--- src/rtl/digit_serial_adder_if.sv ---
// Valid/ready operand and result channels of the digit-serial adder.
// Port ovf is present only when DSA_OVF_EN is defined.
interface digit_serial_adder_if #(
  parameter int unsigned WIDTH = 16
);
  logic             in_valid;
  logic             in_ready;
  logic [WIDTH-1:0] a;
  logic [WIDTH-1:0] b;
  logic             cin;
  logic             out_valid;
  logic             out_ready;
  logic [WIDTH-1:0] sum;
  logic             cout;
`ifdef DSA_OVF_EN
  logic             ovf;
`endif

  modport master (
    output in_valid, a, b, cin, out_ready,
`ifdef DSA_OVF_EN
    input  ovf,
`endif
    input  in_ready, out_valid, sum, cout
  );

  modport slave (
    input  in_valid, a, b, cin, out_ready,
`ifdef DSA_OVF_EN
    output ovf,
`endif
    output in_ready, out_valid, sum, cout
  );
endinterface

--- src/rtl/digit_serial_adder.sv ---
// Multi-cycle adder: WIDTH-bit operands summed DIGIT bits per clock behind valid/ready.
// Define DSA_OVF_EN to add the registered signed-overflow output ovf.
module digit_serial_adder #(
  parameter int unsigned WIDTH = 16,
  parameter int unsigned DIGIT = 4
) (
  input logic                clk,
  input logic                rst_n,
  digit_serial_adder_if.slave bus
);
  localparam int unsigned N    = WIDTH / DIGIT;
  localparam int unsigned IdxW = (N > 1) ? $clog2(N) : 1;
  localparam int unsigned LsbW = (WIDTH > 1) ? $clog2(WIDTH) : 1;

  typedef enum logic [1:0] {StIdle, StRun, StDone} state_e;

  state_e             state_q, state_d;
  logic [WIDTH-1:0]   a_q, a_d;
  logic [WIDTH-1:0]   b_q, b_d;
  logic [WIDTH-1:0]   sum_q, sum_d;
  logic               carry_q, carry_d;
  logic               cout_q, cout_d;
  logic [IdxW-1:0]    idx_q, idx_d;
`ifdef DSA_OVF_EN
  logic               ovf_q, ovf_d;
`endif

  logic [LsbW-1:0]    lsb;
  logic [DIGIT-1:0]   a_dig, b_dig;
  logic [DIGIT:0]     dig_sum;

  always_comb begin
    lsb     = LsbW'(32'(idx_q) * DIGIT);
    a_dig   = a_q[lsb +: DIGIT];
    b_dig   = b_q[lsb +: DIGIT];
    dig_sum = {1'b0, a_dig} + {1'b0, b_dig} + {{DIGIT{1'b0}}, carry_q};
  end

  always_comb begin
    state_d = state_q;
    a_d     = a_q;
    b_d     = b_q;
    sum_d   = sum_q;
    carry_d = carry_q;
    cout_d  = cout_q;
    idx_d   = idx_q;
`ifdef DSA_OVF_EN
    ovf_d   = ovf_q;
`endif
    unique case (state_q)
      StIdle: begin
        if (bus.in_valid) begin
          a_d     = bus.a;
          b_d     = bus.b;
          carry_d = bus.cin;
          idx_d   = '0;
          state_d = StRun;
        end
      end
      StRun: begin
        sum_d[lsb +: DIGIT] = dig_sum[DIGIT-1:0];
        carry_d             = dig_sum[DIGIT];
        idx_d               = idx_q + IdxW'(1);
        if (idx_q == IdxW'(N - 1)) begin
          cout_d  = dig_sum[DIGIT];
`ifdef DSA_OVF_EN
          // Sign bits of the top digit are the operand/sum MSBs.
          ovf_d   = (a_dig[DIGIT-1] == b_dig[DIGIT-1]) &&
                    (dig_sum[DIGIT-1] != a_dig[DIGIT-1]);
`endif
          idx_d   = '0;
          state_d = StDone;
        end
      end
      StDone: begin
        if (bus.out_ready) state_d = StIdle;
      end
      default: state_d = StIdle;
    endcase
  end

  always_ff @(posedge clk) begin
    if (!rst_n) begin
      state_q <= StIdle;
      a_q     <= '0;
      b_q     <= '0;
      sum_q   <= '0;
      carry_q <= 1'b0;
      cout_q  <= 1'b0;
      idx_q   <= '0;
`ifdef DSA_OVF_EN
      ovf_q   <= 1'b0;
`endif
    end else begin
      state_q <= state_d;
      a_q     <= a_d;
      b_q     <= b_d;
      sum_q   <= sum_d;
      carry_q <= carry_d;
      cout_q  <= cout_d;
      idx_q   <= idx_d;
`ifdef DSA_OVF_EN
      ovf_q   <= ovf_d;
`endif
    end
  end

  assign bus.in_ready  = (state_q == StIdle);
  assign bus.out_valid = (state_q == StDone);
  assign bus.sum       = sum_q;
  assign bus.cout      = cout_q;
`ifdef DSA_OVF_EN
  assign bus.ovf       = ovf_q;
`endif
endmodule
--- src/flat_wrapper.sv ---
// flat-port wrapper written by rule: the top's interface ports become plain ports
module digit_serial_adder_flat 
#(
  parameter int unsigned WIDTH = 16,
  parameter int unsigned DIGIT = 4
)
  (clk, rst_n, bus_in_valid, bus_a, bus_b, bus_cin, bus_out_ready, bus_in_ready, bus_out_valid, bus_sum, bus_cout);
  digit_serial_adder_if #(.WIDTH(WIDTH)) bus_i ();
  input logic clk;
  input logic rst_n;
  input wire logic [$bits(bus_i.in_valid)-1:0] bus_in_valid;
  input wire logic [$bits(bus_i.a)-1:0] bus_a;
  input wire logic [$bits(bus_i.b)-1:0] bus_b;
  input wire logic [$bits(bus_i.cin)-1:0] bus_cin;
  input wire logic [$bits(bus_i.out_ready)-1:0] bus_out_ready;
  output wire logic [$bits(bus_i.in_ready)-1:0] bus_in_ready;
  output wire logic [$bits(bus_i.out_valid)-1:0] bus_out_valid;
  output wire logic [$bits(bus_i.sum)-1:0] bus_sum;
  output wire logic [$bits(bus_i.cout)-1:0] bus_cout;
  assign bus_i.in_valid = bus_in_valid;
  assign bus_i.a = bus_a;
  assign bus_i.b = bus_b;
  assign bus_i.cin = bus_cin;
  assign bus_i.out_ready = bus_out_ready;
  assign bus_in_ready = bus_i.in_ready;
  assign bus_out_valid = bus_i.out_valid;
  assign bus_sum = bus_i.sum;
  assign bus_cout = bus_i.cout;
  digit_serial_adder #(.WIDTH(WIDTH), .DIGIT(DIGIT)) u_core (.clk(clk), .rst_n(rst_n), .bus(bus_i));
endmodule
--- config.mk ---
export PLATFORM = sky130hd
export DESIGN_NAME = digit_serial_adder_flat
export DESIGN_NICKNAME = d
export VERILOG_FILES = /design/src/rtl/digit_serial_adder_if.sv /design/src/rtl/digit_serial_adder.sv /design/src/flat_wrapper.sv
export SDC_FILE = /design/constraint.sdc
export NUM_CORES = 1
export LEC_CHECK = 0
export CAP_MARGIN = 20
export CORE_ASPECT_RATIO = 0.75
export CORE_MARGIN = 2
export CORE_UTILIZATION = 42
export DETAILED_ROUTE_END_ITERATION = 6
export PLACE_DENSITY = 0.77
export SLEW_MARGIN = 20
export SYNTH_ARGS = -nofsm -noshare
export SYNTH_HDL_FRONTEND = slang
export SYNTH_SLANG_ARGS = --single-unit
--- constraint.sdc ---
create_clock -name clk -period 3.4 [get_ports clk]
set_input_delay 0.68 -clock clk [delete_from_list [all_inputs] [get_ports clk]]
set_output_delay 0.68 -clock clk [all_outputs]
set_load 0.01 [all_outputs]
==> results of run 1 <==
==> power groups by stage <==
stage | clock, W | combinational, W | sequential [W]
2_1_floorplan | 0 | 0.000137 | 0.000688
3_3_place_gp | 0 | 0.000205 | 0.000693
3_5_place_dp | 0 | 0.000211 | 0.000694
4_1_cts | 0.000373 | 0.000211 | 0.000679
5_1_grt | 0.000392 | 0.000235 | 0.000682
6_report | 0.000366 | 0.000210 | 0.000679
==> cell usage after synthesis (3+ instances only) <==
| library cell | instances | area share |
|---|---|---|
| buf_2 | 4 | 0.0084 |
| nand2b_1 | 3 | 0.0078 |
| mux4_2 | 8 | 0.075 |
| clkbuf_1 | 6 | 0.0094 |
| buf_4 | 5 | 0.016 |
| nand2_1 | 72 | 0.11 |
| nand3_1 | 3 | 0.0063 |
| a22oi_1 | 13 | 0.041 |
| inv_1 | 4 | 0.0063 |
| dfxtp_1 | 54 | 0.45 |
| nor2_1 | 21 | 0.033 |
| a32oi_1 | 3 | 0.011 |
| ha_1 | 9 | 0.047 |
| nor4_4 | 3 | 0.027 |
| a21oi_1 | 35 | 0.073 |
==> sequential cells by signal, indices dropped and copies added, names as in the netlist <==
register         count
u_core.state_q       2
u_core.carry_q       1
u_core.bus.sum      16
u_core.bus.cout      1
u_core.a_q          16
u_core.idx_q         2
u_core.b_q          16
==> layout make-up <==
type                    instances  area [sq um]  area share
multi-input cells             189          1200       0.391
flip-flops and latches         54          1080       0.352
repair buffers                 59           581       0.189
well taps                      75          93.8      0.0305
clock buffers                   6          82.6      0.0269
inverters                       5          18.8     0.00611
clock inverters                 2          12.5     0.00407
==> worst max-delay path by stage <==
stage | depth (start not counted) | startpoint | end
finish | 7 | u_core.idx_q[0]$_SDFFE_PN0P_ | u_core.carry_q$_SDFFE_PN0P_
global route | 7 | u_core.idx_q[0]$_SDFFE_PN0P_ | u_core.carry_q$_SDFFE_PN0P_
global placement | 7 | u_core.idx_q[0]$_SDFFE_PN0P_ | u_core.carry_q$_SDFFE_PN0P_
CTS | 7 | u_core.idx_q[0]$_SDFFE_PN0P_ | u_core.carry_q$_SDFFE_PN0P_
floorplan | 8 | u_core.idx_q[0]$_SDFFE_PN0P_ | u_core.carry_q$_SDFFE_PN0P_
detailed placement | 7 | u_core.idx_q[0]$_SDFFE_PN0P_ | u_core.carry_q$_SDFFE_PN0P_
==> worst reg2reg max path, delay by kind of cell (launching register included) <==
family	cells	cell delay, ns
compound gates	3	0.46
fa+ha+maj	2	0.86
flops	1	0.41
mux	1	0.55
simple gates	1	0.13
==> through the flow <==
step | utilization | hold WS (ns) | worst slack, ns | instances | power (W)
2_1_floorplan | - | 0.433 | 0.738 | 264 | 0.000825
3_3_place_gp | 0.550 | 0.444 | 0.958 | 382 | 0.000898
3_5_place_dp | 0.550 | 0.447 | 0.874 | 382 | 0.000904
4_1_cts | 0.568 | 0.460 | 0.851 | 390 | 0.00126
5_1_grt | 0.568 | 0.486 | 0.709 | 390 | 0.00131
6_report | 0.568 | 0.459 | 0.848 | 390 | 0.00125
==> per-layer routing <==
| layer | up-vias | GRT usage |
|---|---|---|
| li1 | 999 | - |
| met1 | 958 | 0.224 |
| met2 | 49 | 0.298 |
| met3 | 6 | 0.0402 |
| met4 | 0 | 0.0455 |
| met5 | - | 0 |
==> kinds of logic (layout without fill, tap and decap cells) <==
kind of cell | count (synthesis) | count (layout) | share of synthesized area
XOR/XNOR | 1 | 1 | 0.00366
multiplexers | 8 | 8 | 0.0753
AND/OR/NAND/NOR | 111 | 111 | 0.212
buffers and inverters | 21 | 72 | 0.0460
AO/OA/AOI/OAI | 58 | 58 | 0.148
adder cells (fa/ha/maj) | 11 | 11 | 0.0638
flip-flops | 54 | 54 | 0.452
==> results.tsv, run 1 <==
stage	metric	value	unit
outcome	outcome	complete, no violations	
min_path	min-delay src	u_core.a_q[15]$_SDFFE_PN0P_	
worst_setup_path	Critical Path End Type	register	
synth	yosys warns	0	
timing	measured slew at the worst slew-check pin	0.873	ns
worst_setup_path	CP max FO	3	
synth	Yosys reg bits	54	
route	vias post-DR	2012	
worst_setup_path	Critical Path Slowest Stage Cell	mux4_2	
worst_setup_path	delay-heaviest family, CP	adder cells	
clock_network	clock latency on the worst-skew pair	0.31	ns
synth	post-synthesis instance area	2390	sq um
global_routing	total gr overflow	0	
floorplanning	io pins	56	
route	DR WL met3	275	um
power	switching power	0.000329	W
min_path	Hold Path End	u_core.a_q[15]$_SDFFE_PN0P_	
power	Max IR drop VDD	0.196	mV
timing	final worst path period share	0.751	
power	Flop pwr share	0.541	
global_routing	global-route wire length before repair	9010	um
min_path	Worst Hold Path Cells	2	
power	combinational cell fraction of total power	0.167	
layout	number of fill cells	509	
worst_setup_path	Worst R2R Start	u_core.idx_q[0]$_SDFFE_PN0P_	
synth	Post-synth EDFFs	0	
layout	most frequent cells in the layout	nand2_1 (72), clkdlybuf4s50_1 (55), dfxtp_1 (54)	
worst_setup_path	Worst EP required	3.56	ns
route	DRT Wirelength	5280	um
clock_network	# H-tree levels	2	
synth	Post-Syn Instances	264	
timing	fmax	392	MHz
clock_network	Reg clk slew, reported paths	0.09	ns
route	DRC Markers	0	
floorplanning	die area	6320	sq um
clock_network	Resized cells post-CTS	0	
timing	Final Skew	0.00682	ns
layout	share of layout cells above drive strength 1	0.0857	
global_routing	vias in the first global route	2017	
global_routing	largest net degree at the start of global routing	54	
timing	Slew Limit Headroom	0.418	
placement	DP Area	2980	sq um
worst_setup_path	FF-to-FF setup slack	0.85	ns
worst_setup_path	depth of the most critical reg-to-reg path	7	
min_path	Hold/Removal Path Class	reg2reg	
timing	fin crit period	2.55	ns
worst_setup_path	Worst EP arrival	2.71	ns
placement	RePlAce Congestion	0.815	
worst_setup_path	startpoint types	register	
global_routing	global-route usage over all layers	0.175	
clock_network	clock buffer depth	2	
route	drt pass-1 iters	5	
clock_network	Clock Tree Root	clkbuf_8	
power	clock share of power	0.291	
synth	post-synthesis async set-or-reset flop share	0	
floorplanning	core area	5410	sq um
timing	# setup viols final	0	
layout	area grow syn2layout	28.3	%
worst_setup_path	CP most frequent cell	fa_1	
clock_network	CTS tree	built	
worst_setup_path	Crit Reg-Reg Endpoint	u_core.carry_q$_SDFFE_PN0P_	
placement	port buffer count	55	
power	Static Leak	1.17	nW
job	Max-Cap Viols	0	
floorplanning	row cnt	23	
route	Top Layer Used	met4	
clock_network	CTS sink count	54	
power	Net Sw Frac	0.262	
synth	Post-synth top flop	dfxtp_1	
placement	DP HPWL	3950	um
layout	post-route cell area	3070	sq um
timing	setup TNS	0	ns
worst_setup_path	Buffers & Inverters on Critical Path	0	
worst_setup_path	Crit Path Category	reg2reg	
synth	post-synth cell types	32	
route	M1 WL	2400	um
route	routed vias/inst	5.16	
route	post-route ant nets	0	
route	post-DR wirelength/cell	13.5	um
clock_network	hold buffer count at CTS	0	
synth	syn_area_per_cell	9.07	sq um
clock_network	TritonCTS Buffers	5	
layout	# diodes	0	
route	initial DRC count	117	
power	pwr/cell area	408	nW/um^2
global_routing	initial antenna violation count	0	
layout	most common cell after layout, fill and taps aside	nand2_1	
floorplanning	Starting Density	0.442	
power	Internal Pwr Total	0.000925	W
clock_network	postcts setup bufs	0	
synth	post-synthesis sequential area ratio	0.452	
floorplanning	Die X	91.2	um
synth	Syn Nets	312	
route	met2 routed WL	2570	um
floorplanning	die height	69.4	um
worst_setup_path	CP Cell Sequence	mux4_2, fa_1, fa_1, a21o_1, a21oi_1, nand2b_1, a31oi_1	
layout	Nets	362	
timing	final hold violation count	0	
timing	Slew Limit Fails	0	
timing	RSZ-0062 raised after global routing	false	
worst_setup_path	largest stage delay on the critical path	0.55	ns
Note: power is estimated with default switching activity, not from simulation.
==> run 2: changes to the inputs <==
--- a/config.mk
+++ b/config.mk
@@ -10,7 +10,7 @@
 export CORE_MARGIN = 2
 export CORE_UTILIZATION = 42
 export DETAILED_ROUTE_END_ITERATION = 6
-export PLACE_DENSITY = 0.77
+export PLACE_DENSITY = 0.8
 export SLEW_MARGIN = 20
 export SYNTH_ARGS = -nofsm -noshare
 export SYNTH_HDL_FRONTEND = slang
==> constraint.sdc (replaced) <==
create_clock -name clk -period 2.1 [get_ports clk]
set_input_delay 0.42 -clock clk [delete_from_list [all_inputs] [get_ports clk]]
set_output_delay 0.42 -clock clk [all_outputs]
set_load 0.01 [all_outputs]
==> results.tsv, run 2 (synthesis results as in run 1) <==
stage	metric	value	unit	change
worst_setup_path	largest stage delay on the critical path	0.52	ns	was 0.55 ns
timing	# setup viols final	14		was 0
min_path	Worst Hold Path Cells	2		unchanged
clock_network	hold buffer count at CTS	0		unchanged
route	vias post-DR	2035		was 2012
timing	final hold violation count	0		unchanged
layout	share of layout cells above drive strength 1	0.138		was 0.0857
route	DRT Wirelength	5450	um	was 5280 um
timing	hold slack	0.460	ns	was 0.459 ns
layout	Nets	373		was 362
route	drt pass-1 iters	4		was 5
worst_setup_path	depth of the most critical reg-to-reg path	7		unchanged
clock_network	# H-tree levels	2		unchanged
min_path	Hold Path End	u_core.b_q[8]$_SDFFE_PN0P_		was u_core.a_q[15]$_SDFFE_PN0P_
timing	fin crit period	2.25	ns	was 2.55 ns
floorplanning	Starting Density	0.442		unchanged
floorplanning	row cnt	23		unchanged
floorplanning	Die X	91.2	um	unchanged
clock_network	clock buffer depth	2		unchanged
layout	most frequent cells in the layout	nand2_1 (72), clkdlybuf4s50_1 (55), dfxtp_1 (53)		was nand2_1 (72), clkdlybuf4s50_1 (55), dfxtp_1 (54)
global_routing	global-route wire length before repair	9520	um	was 9010 um
worst_setup_path	CP most frequent cell	fa_2		was fa_1
global_routing	initial antenna violation count	0		unchanged
power	pwr/cell area	651	nW/um^2	was 408 nW/um^2
placement	DP Area	3070	sq um	was 2980 sq um
layout	# diodes	0		unchanged
layout	number of fill cells	506		was 509
worst_setup_path	Worst EP arrival	2.47	ns	was 2.71 ns
power	Static Leak	1.23	nW	was 1.17 nW
worst_setup_path	Critical Path End Type	register		unchanged
route	DRC Markers	0		unchanged
route	post-DR wirelength/cell	13.6	um	was 13.5 um
timing	Slew Limit Fails	0		unchanged
global_routing	largest net degree at the start of global routing	35		was 54
worst_setup_path	CP max FO	4		was 3
global_routing	total gr overflow	0		unchanged
global_routing	global-route usage over all layers	0.188		was 0.175
floorplanning	die height	69.4	um	unchanged
worst_setup_path	Critical Path Slowest Stage Cell	mux4_2		unchanged
clock_network	CTS tree	built		unchanged
worst_setup_path	Crit Path Category	reg2reg		unchanged
placement	RePlAce Congestion	0.783		was 0.815
timing	RSZ-0062 raised after global routing	true		was false
worst_setup_path	CP Cell Sequence	mux4_2, fa_2, fa_2, xor2_1, buf_4, a22oi_2, nor2_1		was mux4_2, fa_1, fa_1, a21o_1, a21oi_1, nand2b_1, a31oi_1
clock_network	TritonCTS Buffers	5		unchanged
worst_setup_path	Crit Reg-Reg Endpoint	u_core.bus.sum[6]$_SDFFE_PN0P_		was u_core.carry_q$_SDFFE_PN0P_
clock_network	Clock Tree Root	clkbuf_8		unchanged
floorplanning	die area	6320	sq um	unchanged
worst_setup_path	Worst EP required	2.32	ns	was 3.56 ns
clock_network	Reg clk slew, reported paths	0.10	ns	was 0.09 ns
clock_network	clock latency on the worst-skew pair	0.32	ns	was 0.31 ns
worst_setup_path	Worst R2R Start	u_core.idx_q[0]$_SDFFE_PN0P_		unchanged
route	routed vias/inst	5.07		was 5.16
layout	most common cell after layout, fill and taps aside	nand2_1		unchanged
power	Max IR drop VDD	0.393	mV	was 0.196 mV
layout	area grow syn2layout	33.7	%	was 28.3%
layout	post-route cell area	3200	sq um	was 3070 sq um
floorplanning	core area	5410	sq um	unchanged
worst_setup_path	FF-to-FF setup slack	-0.15	ns	was 0.85 ns
timing	final worst path period share	1.07		was 0.751
timing	Slew Limit Headroom	0.613		was 0.418
worst_setup_path	startpoint types	register		unchanged
floorplanning	io pins	56		unchanged
job	Max-Cap Viols	0		unchanged
timing	fmax	444	MHz	was 392 MHz
placement	port buffer count	55		unchanged
layout	Sequential cell area	1080	sq um	about the same
placement	DP HPWL	4140	um	was 3950 um
min_path	min-delay src	u_core.b_q[8]$_SDFFE_PN0P_		was u_core.a_q[15]$_SDFFE_PN0P_
clock_network	CTS sink count	54		unchanged
timing	Final WS setup	-0.154	ns	was 0.848 ns
outcome	failing checks	setup timing		
route	post-route ant nets	0		unchanged
route	initial DRC count	79		was 117
layout	area occupied by multi-input gates	1230	sq um	was 1200 sq um
placement	pre-CTS setup slack	-0.195	ns	was 0.874 ns
layout	Post-Route Utilization	0.592		was 0.568
global_routing	vias in the first global route	2033		was 2017
outcome	outcome	finished with violations		was complete, no violations
timing	Final Skew	0.00933	ns	was 0.00682 ns
timing	measured slew at the worst slew-check pin	0.581	ns	was 0.873 ns
min_path	Hold/Removal Path Class	reg2reg		unchanged
## run 2: worst max path at each step
| stage | from | endpoint | slack (ns) | cells past startpoint |
|---|---|---|---|---|
| after detailed placement | u_core.idx_q[0]$_SDFFE_PN0P_ | u_core.bus.sum[6]$_SDFFE_PN0P_ | -0.20 | 7 |
| after global placement | u_core.idx_q[0]$_SDFFE_PN0P_ | u_core.bus.sum[2]$_SDFFE_PN0P_ | -0.15 | 7 |
| after CTS | u_core.idx_q[0]$_SDFFE_PN0P_ | u_core.bus.sum[7]$_SDFFE_PN0P_ | -0.16 | 7 |
| final | u_core.idx_q[0]$_SDFFE_PN0P_ | u_core.bus.sum[6]$_SDFFE_PN0P_ | -0.15 | 7 |
| after global routing | u_core.idx_q[0]$_SDFFE_PN0P_ | u_core.bus.sum[6]$_SDFFE_PN0P_ | -0.23 | 7 |
| after floorplan | u_core.idx_q[0]$_SDFFE_PN0P_ | u_core.carry_q$_SDFFE_PN0P_ | -0.26 | 8 |
## run 2: per-layer routing
metal / global-route usage / routed length [um] / up-vias / part of all wire
met1: 0.254 / 2610 / 939 / 0.48
met5: 0 / 0 / - / 0
met3: 0.0554 / 312 / 9 / 0.057
li1: - / - / 1027 / -
met4: 0.0623 / 84 / 0 / 0.015
met2: 0.288 / 2440 / 60 / 0.45
## run 2: repair_timing
action                                  CTS  global route
endpoints found under the setup margin   14            14
resized for setup                         2             3
buffers inserted                          1             1
pin swaps                                 3             5
gates cloned                              0             0
endpoints found under the hold margin     0             0
## run 2: stage by stage
stage                     power [W]  cells  setup TNS, ns
after global routing        0.00219    401          -2.56
after CTS                   0.00209    400          -1.55
after floorplan             0.00134    264          -2.39
final                       0.00208    401          -1.34
after global placement      0.00148    391          -1.01
after detailed placement    0.00149    391          -1.69
## run 2: layout make-up
cell class,instances,share of cell area
Inverter,5,0.00586
Multi-Input combinational cell,189,0.383
Timing Repair Buffer,70,0.213
Clock buffer,6,0.0258
Clock inverter,2,0.00352
Sequential cell,54,0.339
Tap cell,75,0.0293
## run 2: worst max-delay path, delay by kind of cell, from the launching register on
kind	cells	cell delay, ns
flops	1	0.39
simple gates	1	0.06
compound gates	1	0.15
mux	1	0.52
fa+ha+maj	2	0.74
xor+xnor	1	0.15
buf+inv	1	0.15
## run 2: where the power goes
group          leakage, nW  internal, W  switching [W]  total [W]
combinational        0.740     0.000192       0.000185   0.000377
clock               0.0515     0.000267       0.000341   0.000607
sequential           0.441      0.00107      0.0000292    0.00110
total                 1.23      0.00153       0.000555    0.00208
